`src/rtl/movement_input.sv`:
```
// movement_input: four-button front end for game_control.
// Each raw push-button is passed through a two-flop synchroniser and a
// per-bit STABLE/CHANGING debounce machine. A registered one-cycle pulse on
// movement_o is raised the cycle after a debounced level rises.
// Optional feature: define MOVEMENT_AUTO_REPEAT_EN to build a shared repeat
// counter that re-emits the held mask every REPEAT_CYCLES cycles.
`timescale 1ns/1ps

module movement_input #(
  parameter int DEBOUNCE_CYCLES = 1000000,
  parameter int CNT_W           = 20,
  parameter int REPEAT_CYCLES   = 25000000
) (
  input  logic       clk_50MHz_i,
  input  logic       rst_async_la_i,
  input  logic [3:0] btn_raw_i,
  output logic [3:0] movement_o,
  output logic [3:0] btn_level_o
);

  typedef enum logic {
    STABLE   = 1'b0,
    CHANGING = 1'b1
  } db_state_t;

  localparam logic [CNT_W-1:0] DB_LAST = CNT_W'(DEBOUNCE_CYCLES - 1);
  localparam logic [CNT_W-1:0] DB_ONE  = CNT_W'(1);

  // Refuse to elaborate with a debounce length the counter cannot reach,
  // or a repeat interval too short to form a counter.
  if (DEBOUNCE_CYCLES < 2 ||
      longint'(DEBOUNCE_CYCLES) > (longint'(1) << CNT_W) - 1) begin : g_bad_debounce
    $error("movement_input: DEBOUNCE_CYCLES out of range for CNT_W");
  end
  if (REPEAT_CYCLES < 2) begin : g_bad_repeat
    $error("movement_input: REPEAT_CYCLES must be at least 2");
  end

  logic [3:0]       sync_q1;
  logic [3:0]       sync_q2;
  logic [3:0]       level;
  logic [3:0]       level_d;
  logic [3:0]       rise;
  db_state_t        state [4];
  logic [CNT_W-1:0] count [4];

  assign btn_level_o = level;
  assign rise        = level & ~level_d;

  // Two-flop synchroniser for the asynchronous button inputs.
  always_ff @(posedge clk_50MHz_i or negedge rst_async_la_i) begin
    if (!rst_async_la_i) begin
      sync_q1 <= 4'h0;
      sync_q2 <= 4'h0;
    end else begin
      sync_q1 <= btn_raw_i;
      sync_q2 <= sync_q1;
    end
  end

  // Per-bit debounce: a new level is accepted only after it has differed
  // from the current level for DEBOUNCE_CYCLES consecutive cycles.
  always_ff @(posedge clk_50MHz_i or negedge rst_async_la_i) begin
    if (!rst_async_la_i) begin
      for (int i = 0; i < 4; i++) begin
        state[i] <= STABLE;
        count[i] <= '0;
      end
      level <= 4'h0;
    end else begin
      for (int i = 0; i < 4; i++) begin
        unique case (state[i])
          STABLE: begin
            if (sync_q2[i] != level[i]) begin
              state[i] <= CHANGING;
              count[i] <= DB_ONE;
            end else begin
              count[i] <= '0;
            end
          end
          CHANGING: begin
            if (sync_q2[i] == level[i]) begin
              state[i] <= STABLE;
              count[i] <= '0;
            end else if (count[i] == DB_LAST) begin
              level[i] <= sync_q2[i];
              state[i] <= STABLE;
              count[i] <= '0;
            end else begin
              count[i] <= count[i] + 1'b1;
            end
          end
        endcase
      end
    end
  end

`ifdef MOVEMENT_AUTO_REPEAT_EN
  localparam int RPT_W = (REPEAT_CYCLES > 2) ? $clog2(REPEAT_CYCLES) : 1;
  localparam logic [RPT_W-1:0] RPT_LAST = RPT_W'(REPEAT_CYCLES - 1);

  logic [RPT_W-1:0] rpt_count;
  logic             rpt_fire;

  assign rpt_fire = (level != 4'h0) && (level == level_d) && (rpt_count == RPT_LAST);

  // Shared repeat timer: restarts on any level change, idles when nothing
  // is held, and wraps to zero each time it fires.
  always_ff @(posedge clk_50MHz_i or negedge rst_async_la_i) begin
    if (!rst_async_la_i) begin
      rpt_count <= '0;
    end else if ((level != level_d) || (level == 4'h0) || rpt_fire) begin
      rpt_count <= '0;
    end else begin
      rpt_count <= rpt_count + 1'b1;
    end
  end

  // Registered pulse: rising-edge pulse merged with periodic repeats.
  always_ff @(posedge clk_50MHz_i or negedge rst_async_la_i) begin
    if (!rst_async_la_i) begin
      level_d    <= 4'h0;
      movement_o <= 4'h0;
    end else begin
      level_d    <= level;
      movement_o <= rise | (rpt_fire ? level : 4'h0);
    end
  end
`else
  // Registered pulse: one cycle per debounced rising edge only.
  always_ff @(posedge clk_50MHz_i or negedge rst_async_la_i) begin
    if (!rst_async_la_i) begin
      level_d    <= 4'h0;
      movement_o <= 4'h0;
    end else begin
      level_d    <= level;
      movement_o <= rise;
    end
  end
`endif

endmodule

```
`config.mk`:
```
export PLATFORM = sky130hd
export DESIGN_NAME = movement_input
export DESIGN_NICKNAME = d
export VERILOG_FILES = /design/src/rtl/movement_input.sv
export SDC_FILE = /design/constraint.sdc
export NUM_CORES = 1
export LEC_CHECK = 0
export CAP_MARGIN = 20
export CELL_PAD_IN_SITES_DETAIL_PLACEMENT = 0
export CELL_PAD_IN_SITES_GLOBAL_PLACEMENT = 2
export CORE_AREA = 2 2 113 115
export DETAILED_ROUTE_END_ITERATION = 7
export DIE_AREA = 0 0 115 117
export GPL_ROUTABILITY_DRIVEN = 0
export MAX_ROUTING_LAYER = met4
export PLACE_DENSITY_LB_ADDON = 0.1
export SYNTH_ARGS = -nofsm -noshare
export SYNTH_HDL_FRONTEND = slang
export SYNTH_SLANG_ARGS = --single-unit
```
`constraint.sdc`:
```
create_clock -name clk_50MHz_i -period 2.6 [get_ports clk_50MHz_i]
set_clock_uncertainty 0.1 [all_clocks]
set_input_delay 0.52 -clock clk_50MHz_i [delete_from_list [all_inputs] [get_ports clk_50MHz_i]]
set_output_delay 0.52 -clock clk_50MHz_i [all_outputs]
set_load 0.01 [all_outputs]
```
==> results of run 1 <==
routing by layer:
| layer | vias up | track usage [%] | wire length (um) |
|---|---|---|---|
| li1 | 1748 | - | - |
| met1 | 1711 | 21.4 | 4890 |
| met2 | 33 | 24.5 | 4330 |
| met3 | 8 | 4.63 | 248 |
| met4 | 0 | 3.94 | 88 |
| met5 | - | - | 0 |
where the power goes:
group	total (W)	leakage, nW	switching (W)	internal [W]
Sequential	0.00165	1.42	0.0000158	0.00163
Combinational	0.0000972	0.599	0.0000664	0.0000308
Clock	0.00136	0.152	0.000588	0.000768
cell families (layout without fill, tap and decap cells):
logic type | after synthesis | after routing | synth area share [%]
XOR/XNOR | 53 | 53 | 9.61
multiplexers | 4 | 4 | 0.932
adder cells (fa/ha/maj) | 4 | 4 | 1.04
AO/OA/AOI/OAI | 52 | 52 | 6.19
flip-flops | 104 | 104 | 53.9
buffers and inverters | 28 | 57 | 2.31
AND/OR/NAND/NOR | 233 | 233 | 26.1
Yosys cell counts, types with 2 or more instances:
master / instances / area (um^2)
nor2b_1: 5 / 31.3
or4b_1: 2 / 20.0
o21ai_0: 12 / 60.1
nor3_1: 12 / 60.1
o21ai_1: 3 / 15.0
and4_1: 3 / 26.3
nand4b_1: 3 / 26.3
and3_1: 11 / 68.8
a21oi_1: 22 / 110
nand2_1: 25 / 93.8
mux2_2: 4 / 45.0
or3_2: 2 / 15.0
or4_1: 14 / 105
buf_2: 2 / 10.0
dfrtp_1: 104 / 2600
and3b_1: 2 / 17.5
nor4_1: 13 / 81.3
nor4b_1: 4 / 35.0
xor2_1: 24 / 210
nor2_1: 65 / 244
o31ai_1: 8 / 60.1
and2_1: 3 / 18.8
inv_1: 15 / 56.3
nand4_1: 18 / 113
ha_1: 4 / 50.1
a211oi_1: 4 / 30.0
or3_1: 8 / 50.1
nand3_1: 36 / 180
xnor2_1: 29 / 254
clkbuf_1: 10 / 37.5
layout make-up:
class                   count  area, um^2  area share (%)
flip-flops and latches    104        2600            47.3
clock inverters             6        58.8            1.07
multi-input cells         346        2120            38.5
well taps                 150         188            3.41
inverters                  15        56.3            1.02
repair buffers             26         238            4.32
clock buffers              10         239            4.35
through the flow:
step | power, W | utilization, % | std cells | setup WS [ns] | hold WS [ns]
2_1_floorplan | 0.00172 | - | 478 | 0.398 | 0.124
3_3_place_gp | 0.00178 | 42.2 | 641 | 0.312 | 0.236
3_5_place_dp | 0.00178 | 42.2 | 641 | 0.323 | 0.236
4_1_cts | 0.00319 | 44.7 | 657 | 0.313 | 0.00123
5_1_grt | 0.00326 | 44.7 | 657 | 0.215 | 0.0146
6_report | 0.00310 | 44.7 | 657 | 0.319 | 0.00595
sequential cells by signal, indices dropped and copies added, names as in the netlist:
signal       flops
count           80
btn_level_o      4
level_d          4
movement_o       4
state            4
sync_q1          4
sync_q2          4
worst max-delay path, stage by stage (launching register included):
cell and delay (ns):
dfrtp_1 0.41, ha_1 0.26, nand4_1 0.15, or4_1 0.58, nor3_1 0.29, mux2_2 0.38
path summary, 6_finish.rpt:
| kind | endpoint | cells past startpoint |
|---|---|---|
| worst min register to register | sync_q2[3] | 0 |
| worst min-delay path | count[74] | 1 |
| max in group asynchronous | count[22] | 2 |
| worst max register to register | btn_level_o[1] | 5 |
| worst max-delay path | btn_level_o[1] | 5 |
| min in group clk_50MHz_i | sync_q2[3] | 0 |
==> results.sh, run 1 <==
export IMPL_clockBufferDepth=2
export IMPL_num_fill_cells=1216
export IMPL_grt_max_degree=47
export IMPL_cts_root_buf="clkbuf_16"
export IMPL_wirelength_um=9560
export IMPL_drt_first_pass_iters=4
export IMPL_syn_num_nets=488
export IMPL_relSlewSlack_pct=55.8
export IMPL_regToRegStartpoint="count[40]"
export IMPL_crit_path_end_kind="flop"
export IMPL_start_util_pct=39.2
export IMPL_drc=0
export IMPL_yosys_warnings=0
export IMPL_final_antenna_net_count=0
export IMPL_power_density_nw_per_um2=564
export IMPL_leakagePower_nw=2.17
export IMPL_design_area_um2=5500
export IMPL_vias=3500
export IMPL_grtUsageTotal_pct=16.1
export IMPL_fp_dieW_um=115
export IMPL_critPathLaunch="count[40]"
export IMPL_status="finished clean"
export IMPL_path_max_fanout=5
export IMPL_antenna_found_initial=0
export IMPL_max_freq_mhz=438
export IMPL_grt_overflow=0
export IMPL_yosysUniqueCellTypes=41
export IMPL_fin_crit_sh_pct=87.7
export IMPL_cp_required_ns=2.73
export IMPL_syn_inst=478
export IMPL_syn_area_per_cell_um2=10.1
export IMPL_rsz0062_at_grt="no"
export IMPL_nNetsFinal=512
export IMPL_hold_path_class="input pin to async pin"
export IMPL_drive_above_1_share_pct=7.89
export IMPL_finalCriticalPeriod_ns=2.28
export IMPL_cts_setup_buffers=0
export IMPL_wl_per_cell_um=14.5
export IMPL_cts_sinks=104
export IMPL_tightest_slew_ns=0.658
export IMPL_cts_tree="built"
export IMPL_die_h_um=117
export IMPL_seq_area_frac_synth_pct=53.9
export IMPL_final_common_cell="dfrtp_1"
export IMPL_postCtsHoldBufs=0
export IMPL_synthToLayoutAreaGrowth_pct=13.8
export IMPL_fin_setup_tns_ns=0
export IMPL_coreArea_um2=12300
export IMPL_clk_latency_ns=0.34
export IMPL_r2r_slack_ns=0.32
export IMPL_synthFlopType="dfrtp_1"
export IMPL_hold_violations=0
export IMPL_grt_pass1_vias=3491
export IMPL_antenna_cells=0
export IMPL_final_cell_mix="dfrtp_1, nor2_1, nand3_1, xnor2_1, nand2_1"
export IMPL_synth_edf_count=0
export IMPL_die_area_um2=13500
export IMPL_htreeDepth=3
export IMPL_synthesis_area_um2=4830
export IMPL_io_pins=14
export IMPL_rows=41
export IMPL_ir_drop_uv=369
export IMPL_place_area_um2=5200
export IMPL_via_per_inst=5.33
export IMPL_yosys_register_bits=104
export IMPL_grt_first_pass_wirelength_um=16700
export IMPL_dp_hpwl_um=6620
export IMPL_cts_repair_resized=0
export IMPL_cts_made_buffers=9
export IMPL_arrival_ns=2.41
export IMPL_maxCapViolCount=0
export IMPL_slew_violations=0
export IMPL_setup_viol=0
export IMPL_drt_iter0_markers=153
export IMPL_clkTransAtPathRegs_ns=0.07
export IMPL_async_flop_share_pct=100
export IMPL_path_class="flop to flop"
export IMPL_port_buffers=13
export IMPL_crit_path_start_kind="flop"
No activity file was read; power rests on OpenSTA's default activity.
==> inputs of run 2 (changes only) <==
- SKIP_LAST_GASP: not set -> 1
- SLEW_MARGIN: not set -> 20
- clock period: 2.6 -> 2.25 ns (I/O delays scaled with it)
==> results.sh, run 2 (same netlist as run 1, synthesis figures left out) <==
export IMPL_crit_path_end_kind="flop"
export IMPL_grtUsageTotal_pct=16.4
export IMPL_crit_path_start_kind="flop"
export IMPL_grt_first_pass_wirelength_um=16800
export IMPL_status="finished clean"
export IMPL_synthToLayoutAreaGrowth_pct=17.7
export IMPL_relSlewSlack_pct=64.0
export IMPL_max_freq_mhz=476
export IMPL_setup_slack_ns=0.149
export IMPL_dp_hpwl_um=6830
export IMPL_coreArea_um2=12300
export IMPL_die_area_um2=13500
export IMPL_hold_end="sync_q2[3]"
export IMPL_final_common_cell="dfrtp_1"
export IMPL_pre_cts_slack_ns=0.0765
export IMPL_tightest_slew_ns=0.540
export IMPL_fin_crit_sh_pct=93.4
export IMPL_fin_setup_tns_ns=0
export IMPL_maxCapViolCount=0
export IMPL_largest_reg_flops=80
export IMPL_cts_tree="built"
export IMPL_antenna_found_initial=0
export IMPL_nNetsFinal=532
export IMPL_cts_sinks=104
export IMPL_via_per_inst=5.29
export IMPL_wl_per_cell_um=14.4
export IMPL_power_density_nw_per_um2=637
export IMPL_slew_violations=0
export IMPL_regToRegStartpoint="count[55]"
export IMPL_grt_max_degree=38
export IMPL_hold_path_class="flop to flop"
export IMPL_slowest_delay_ns=0.50
export IMPL_cts_root_buf="clkbuf_16"
export IMPL_leakagePower_nw=2.28
export IMPL_port_buffers=13
export IMPL_r2r_slack_ns=0.15
export IMPL_grt_pass1_vias=3539
export IMPL_rows=41
export IMPL_drt_first_pass_iters=4
export IMPL_hold_violations=0
export IMPL_cp_required_ns=2.38
export IMPL_drt_iter0_markers=123
export IMPL_start_util_pct=39.2
export IMPL_final_cell_mix="dfrtp_1, nor2_1, nand3_1, buf_4, xnor2_1"
export IMPL_grt_overflow=0
export IMPL_io_pins=14
export IMPL_ir_drop_uv=422
export IMPL_clockBufferDepth=2
export IMPL_critPathSlowestCell="or4b_1"
export IMPL_drive_above_1_share_pct=11.2
export IMPL_fp_dieW_um=115
export IMPL_clk_latency_ns=0.35
export IMPL_vias=3583
export IMPL_htreeDepth=3
export IMPL_hold_start="sync_q1[3]"
export IMPL_path_class="flop to flop"
export IMPL_drc=0
export IMPL_finalCriticalPeriod_ns=2.10
export IMPL_min_path_cells=0
export IMPL_final_antenna_net_count=0
export IMPL_regMostFlops="count"
export IMPL_path_max_fanout=2
export IMPL_rsz0062_at_grt="no"
export IMPL_reg2reg_depth=4
export IMPL_antenna_cells=0
export IMPL_setup_viol=0
export IMPL_wirelength_um=9740
export IMPL_clkTransAtPathRegs_ns=0.07
export IMPL_cts_setup_buffers=0
export IMPL_rr_endpoint="btn_level_o[1]"
export IMPL_die_h_um=117
export IMPL_arrival_ns=2.23
export IMPL_path_cells="or4b_1, or4_1, nor3_2, mux2_2"
export IMPL_power_w=0.00363
export IMPL_cts_made_buffers=9
-- run 2: changes by cell type in the layout (fill, tap and decap cells not counted), sizes merged --
cell | previous run | this run
clkbuf | 10 | 13
dlygate4sd3 | 0 | 1
buf | 14 | 33
clkinv | 5 | 2
-- run 2: worst max path at each step --
stage,start,end,slack [ns],cells after the start
CTS,count[55],btn_level_o[1],0.07,4
floorplan,count[40],btn_level_o[1],0.05,5
global route,count[0],count[18],0.02,5
finish,count[55],btn_level_o[1],0.15,4
detailed placement,count[55],btn_level_o[1],0.08,4
global placement,count[55],btn_level_o[1],0.13,4
-- run 2: metal layers --
| metal | part of all wire [%] | global-route usage, % | vias to the layer above | wire (um) |
|---|---|---|---|---|
| met3 | 2.9 | 4.27 | 10 | 285 |
| met2 | 46 | 25.7 | 40 | 4470 |
| li1 | - | - | 1791 | - |
| met1 | 50 | 20.7 | 1742 | 4850 |
| met5 | 0 | - | - | 0 |
| met4 | 1.3 | 5.54 | 0 | 123 |
-- run 2: cell type report --
type | count | area (um^2)
Clock buffer | 13 | 260
Inverter | 15 | 56.3
Tap cell | 150 | 188
Clock inverter | 3 | 40.0
Multi-Input combinational cell | 346 | 2130
Timing Repair Buffer | 46 | 415
Fill cell | 1188 | 6620
Sequential cell | 104 | 2600
-- run 2: where the power goes --
group | internal, W | switching (W)
registers | 0.00189 | 0.0000150
clock network | 0.000921 | 0.000671
logic | 0.0000465 | 0.0000832
-- run 2: what timing repair did --
item                       in CTS  in global routing
setup endpoints to repair       0                  3
hold buffers                    1                  0
hold endpoints to repair       35                  0
gates resized for setup         0                  2
-- run 2: critical path: cells and delay by family, from the launching register on --
kind / cells / cell delay, ns
flops: 1 / 0.38
mux: 1 / 0.36
simple gates: 3 / 1.16
-- run 2: stage by stage --
stage | util (%) | hold WS, ns | instance area, um^2 | instances
5_1_grt | 46.2 | 0.254 | 5690 | 677
6_report | 46.2 | 0.245 | 5690 | 677
2_1_floorplan | - | 0.0544 | 4830 | 478
3_3_place_gp | 43.6 | 0.237 | 5370 | 660
4_1_cts | 46.1 | 0.251 | 5680 | 677
3_5_place_dp | 43.6 | 0.236 | 5370 | 660
==> inputs of run 3 (changes only) <==
- CAP_MARGIN: 20 -> not set
==> results of run 3 <==
Same layout as run 2: the final DEF is identical, and so are final timing and power.
